===== src/rtl/uart_pkg.sv =====
// uart_pkg: shared widths, FIFO depth and ingress FSM encoding for the UART receive FIFO
package uart_pkg;
    localparam int DEF_DATA_W = 8;
    localparam int DEF_ADDR_W = 4;
    localparam int FIFO_DEPTH = 1 << DEF_ADDR_W;
    typedef enum logic [1:0] {
        IDLE    = 2'd0,
        UNLOAD  = 2'd1,
        CAPTURE = 2'd2
    } state_t;
endpackage


===== src/rtl/fifo_mem_16x8.sv =====
// fifo_mem_16x8: dual-port register array, sync write; registered read, or combinational
// read when UART_RX_FIFO_FWFT_EN is defined
module fifo_mem_16x8 import uart_pkg::*; #(
    parameter int DATA_W = DEF_DATA_W,
    parameter int ADDR_W = DEF_ADDR_W
) (
    input  logic              clk,
    input  logic              rst,
    input  logic              we,
    input  logic [ADDR_W-1:0] waddr,
    input  logic [DATA_W-1:0] wdata,
    input  logic              re,
    input  logic [ADDR_W-1:0] raddr,
    output logic [DATA_W-1:0] rdata
);
    logic [DATA_W-1:0] mem [2**ADDR_W];
    always_ff @(posedge clk) begin
        if (we) mem[waddr] <= wdata;
    end
`ifdef UART_RX_FIFO_FWFT_EN
    logic unused_fwft;
    assign unused_fwft = rst ^ re;
    assign rdata = mem[raddr];
`else
    always_ff @(posedge clk) begin
        if (rst) rdata <= '0;
        else if (re) rdata <= mem[raddr];
    end
`endif
endmodule


===== src/rtl/uart_rx_fifo.sv =====
// uart_rx_fifo: unloads bytes from the UART receiver into a circular FIFO for the consumer;
// UART_RX_FIFO_FWFT_EN selects first-word-fall-through reads
module uart_rx_fifo import uart_pkg::*; #(
    parameter int DATA_W = DEF_DATA_W,
    parameter int ADDR_W = DEF_ADDR_W
) (
    input  logic              rxclk,
    input  logic              reset,
    input  logic              rx_empty,
    input  logic [DATA_W-1:0] rx_data,
    output logic              uld_rx_data,
    input  logic              rd_en,
    output logic [DATA_W-1:0] rd_data,
    output logic              rd_valid,
    output logic              fifo_empty,
    output logic              fifo_full,
    output logic [ADDR_W:0]   fifo_count
);
    localparam logic [ADDR_W:0] FULL_CNT = (ADDR_W+1)'(2**ADDR_W);
    state_t            state;
    logic [ADDR_W-1:0] wr_ptr, rd_ptr;
    logic [ADDR_W:0]   count, next_count;
    logic              push, pop;
    assign push = state == CAPTURE;
    assign pop = rd_en && !fifo_empty;
    assign fifo_count = count;
    always_comb begin
        next_count = push && !pop ? count + (ADDR_W+1)'(1) :
                     pop && !push ? count - (ADDR_W+1)'(1) : count;
    end
    // Full is only consulted in IDLE, so a slot is always free by CAPTURE
    always_ff @(posedge rxclk) begin
        if (reset) begin
            state       <= IDLE;
            uld_rx_data <= 1'b0;
        end else begin
            case (state)
                IDLE: begin
                    if (!rx_empty && !fifo_full) begin
                        uld_rx_data <= 1'b1;
                        state       <= UNLOAD;
                    end
                end
                UNLOAD: begin
                    uld_rx_data <= 1'b0;
                    state       <= CAPTURE;
                end
                default: begin
                    uld_rx_data <= 1'b0;
                    state       <= IDLE;
                end
            endcase
        end
    end
    always_ff @(posedge rxclk) begin
        if (reset) begin
            wr_ptr     <= '0;
            rd_ptr     <= '0;
            count      <= '0;
            fifo_empty <= 1'b1;
            fifo_full  <= 1'b0;
        end else begin
            if (push) wr_ptr <= wr_ptr + ADDR_W'(1);
            if (pop) rd_ptr <= rd_ptr + ADDR_W'(1);
            count      <= next_count;
            fifo_empty <= next_count == '0;
            fifo_full  <= next_count == FULL_CNT;
        end
    end
`ifdef UART_RX_FIFO_FWFT_EN
    assign rd_valid = !fifo_empty;
`else
    always_ff @(posedge rxclk) begin
        if (reset) rd_valid <= 1'b0;
        else rd_valid <= pop;
    end
`endif
    fifo_mem_16x8 #(.DATA_W(DATA_W), .ADDR_W(ADDR_W)) u_mem (
        .clk   (rxclk),
        .rst   (reset),
        .we    (push),
        .waddr (wr_ptr),
        .wdata (rx_data),
        .re    (pop),
        .raddr (rd_ptr),
        .rdata (rd_data)
    );
endmodule

===== config.mk =====
export PLATFORM = sky130hd
export DESIGN_NAME = uart_rx_fifo
export DESIGN_NICKNAME = d
export VERILOG_FILES = /design/src/rtl/uart_pkg.sv /design/src/rtl/fifo_mem_16x8.sv /design/src/rtl/uart_rx_fifo.sv
export SDC_FILE = /design/constraint.sdc
export NUM_CORES = 1
export LEC_CHECK = 0
export ABC_AREA = 1
export BUFFER_PORTS_ARGS = -buffer_cell sky130_fd_sc_hd__buf_2
export CAP_MARGIN = 20
export CORE_ASPECT_RATIO = 0.7
export CORE_UTILIZATION = 45
export DETAILED_ROUTE_END_ITERATION = 10
export PLACE_DENSITY = 0.69
export SLEW_MARGIN = 20
export SYNTH_ARGS = -nofsm -noshare
export SYNTH_HDL_FRONTEND = slang
export SYNTH_SLANG_ARGS = --single-unit

===== constraint.sdc =====
create_clock -name rxclk -period 1.91 [get_ports rxclk]
set_input_delay 0.191 -clock rxclk [delete_from_list [all_inputs] [get_ports rxclk]]
set_output_delay 0.191 -clock rxclk [all_outputs]
set_load 0.01 [all_outputs]

==> flow_metrics.tcl <==
set metrics [dict create \
    grt_pass1_wl_um 23300 \
    synth_top_area_share_pct 58.8 \
    hold_viol_final 0 \
    cts_tree "yes" \
    max_cap_viol_count 0 \
    power_frac_clock_pct 37.7 \
    min_from "rx_empty" \
    hold_slack_ns 0.0288 \
    groute.usage.overall_pct 21.2 \
    cts.sinks 155 \
    status "complete, no violations" \
    hpwl_um 9350 \
    timing.final.crit_share_pct 80.2 \
    relSlewSlack_pct 77.7 \
    drtIter0Drc 449 \
    irDropWorstVdd_mv 0.697 \
    portBuffers 28 \
    timing.rr.end "u_mem.mem[4][1]" \
    viasPerCell 5.30 \
    wl_per_cell_um 17.2 \
    netlist-cell-type-count 30 \
    crit_fanout 8 \
    netlist_top_cells_count "nand2_1, edfxtp_1, nand3_1" \
    cts_max_level 4 \
    hp-class "input port to register" \
    cp-end-kind "register" \
    tightest_slew_ns 0.334 \
    worst_slack_ns 0.379 \
    gr-total-overflow 0 \
    start_kind "register" \
    drtAntennaViolNets 0 \
    first_pass_iters 7 \
    timing.rr.start "state[1]" \
    internal_power_w 0.00640 \
    rows 36 \
    ys_seq_area_share_pct 67.1 \
    areaGrowthSynthToFinish_pct 16.0 \
    final.min_clock_period_ns 1.53 \
    grt_max_degree 67 \
    synthesis.area_mm2 0.00654 \
    cp.arrival_ns 1.66 \
    dieArea_mm2 0.0150 \
    yosys-top-cells-area "edfxtp_1, nand2_1, nand3_1" \
    setup_tns_ns 0 \
    fin_skew_ns 0.00995 \
    rsz0062_at_grt "no" \
    fmax_mhz 653 \
    ys_ff_latch 155 \
    diodes 0 \
    numCtsBuffers 17 \
    drc_errors 0 \
    crit_required_ns 2.04 \
    cts_resized 0 \
    p_switching_w 0.00256 \
    clock-root-buffer "clkbuf_16" \
    leakage_nw 2.95 \
    postSynthAreaPerCell_um2 10.6 \
    clkTransAtPathRegs_ns 0.06 \
    p_total_w 0.00896 \
    rrSetupSlack_ns 0.38 \
    synth_warnings 0 \
    seqPwrFrac_pct 43.5 \
    die_y_um 103 \
    clk_path_buf_depth 2 \
    hold_end "state[0]" \
    preCtsSetupSlack_ns 0.386 \
    start_util_pct 46.5 \
    power_frac_comb_pct 18.8 \
    drive_gt1_share_pct 15.7 \
    startpoint "state[1]" \
    antenna_found_initial 0 \
    synthArstFlopShare_pct 0 \
    clkLatencyLatePin_ns 0.42 \
    cellPowerDensity_mw_per_mm2 1180 \
    die_width_um 146 \
    synth.largest_area_cell "edfxtp_1" \
    syn_inst 618 \
    p_sw_share_pct 28.6 \
    vias 4591 \
    crit_type "register to register" \
    synth_edf_count 128 \
    post-cts-setup-buffers 0 \
    synth_nets 637 \
    setup_viol 0 \
    pin_count 29 \
    routed_wl_um 14900 \
    hold_depth 3 \
    fin_nets 683 \
    core_area_mm2 0.0141 \
    drv_slew 0 \
    ctsHoldBuffers 0 \
    yosysMostFrequentCell "nand2_1" \
    globalplace.congestion 0.812 \
    grt_pass1_vias 4297 \
    rr_worst_depth 5 \
    fillers 1204 \
    synth-main-ff-cell "edfxtp_1" \
]
-- worst max path at each step --
| stage | endpoint | slack, ns | depth (start not counted) |
|---|---|---|---|
| 6_report | u_mem.mem[4][1] | 0.38 | 5 |
| 3_5_place_dp | u_mem.mem[4][4] | 0.39 | 5 |
| 2_1_floorplan | u_mem.mem[0][0] | 0.42 | 4 |
| 4_1_cts | u_mem.mem[4][1] | 0.38 | 5 |
| 5_1_grt | fifo_full | 0.24 | 8 |
| 3_3_place_gp | u_mem.mem[4][0] | 0.44 | 5 |
-- cells by family after synthesis --
family	share of synthesized area (%)
buffers and inverters	4.42
XOR/XNOR	0.249
flip-flops	67.1
adder cells (fa/ha/maj)	1.34
AO/OA/AOI/OAI	2.58
AND/OR/NAND/NOR	24.3
-- layer usage --
metal	vias to the layer above	GRT usage [%]	wire length [um]
li1	2198	-	-
met4	0	6.09	139
met1	2203	29.8	6810
met3	14	5.53	1240
met5	-	0	0
met2	176	32.8	6730
-- power groups by stage --
stage	clock network [W]	registers (W)	logic, W
after global placement	0	0.00396	0.00163
after global routing	0.00357	0.00391	0.00189
after detailed placement	0	0.00397	0.00167
after floorplan	0	0.00398	0.00118
final	0.00338	0.00390	0.00169
after CTS	0.00342	0.00390	0.00168
-- final cells by class --
type | count | area, um^2 | share of cell area (%)
inverter | 30 | 113 | 1.49
timing repair buffer | 57 | 383 | 5.05
tap | 190 | 238 | 3.14
multi-input combinational | 403 | 1860 | 24.6
clock buffer | 17 | 425 | 5.61
sequential | 155 | 4390 | 57.9
clock inverter | 15 | 173 | 2.28
-- stage by stage --
stage	cells	area, um^2	util, %
detailed placement	835	6980	49.7
global placement	835	6980	49.7
finish	867	7580	53.9
floorplan	618	6540	-
global route	867	7580	53.9
CTS	867	7580	53.9
-- state kept, by name, summed over array words and instances (netlist names) --
name / count
fifo_count: 5
fifo_empty: 1
fifo_full: 1
rd_ptr: 4
rd_valid: 1
state: 2
u_mem.mem: 128
u_mem.rdata: 8
uld_rx_data: 1
wr_ptr: 4
-- cells in the final DEF (no fill, tap or decap), types with 4 or more instances in the layout --
cell type,netlist,layout
clkinv_1,2,5
clkbuf_16,0,17
buf_2,12,28
edfxtp_1,128,128
nor3_1,4,4
inv_1,24,24
buf_4,9,27
nand2_1,191,191
a21oi_1,22,22
ha_1,7,7
nor2_1,40,40
o21ai_1,8,8
nand3_1,109,109
dfxtp_1,27,26
inv_2,4,4
-- critical path: stages, from the launching register on --
cell     delay [ns]
dfxtp_1        0.41
inv_2          0.10
nor2_8         0.17
nand2_1        0.14
nor2_1         0.23
buf_4          0.20
Power figures use the tool's default switching activity.
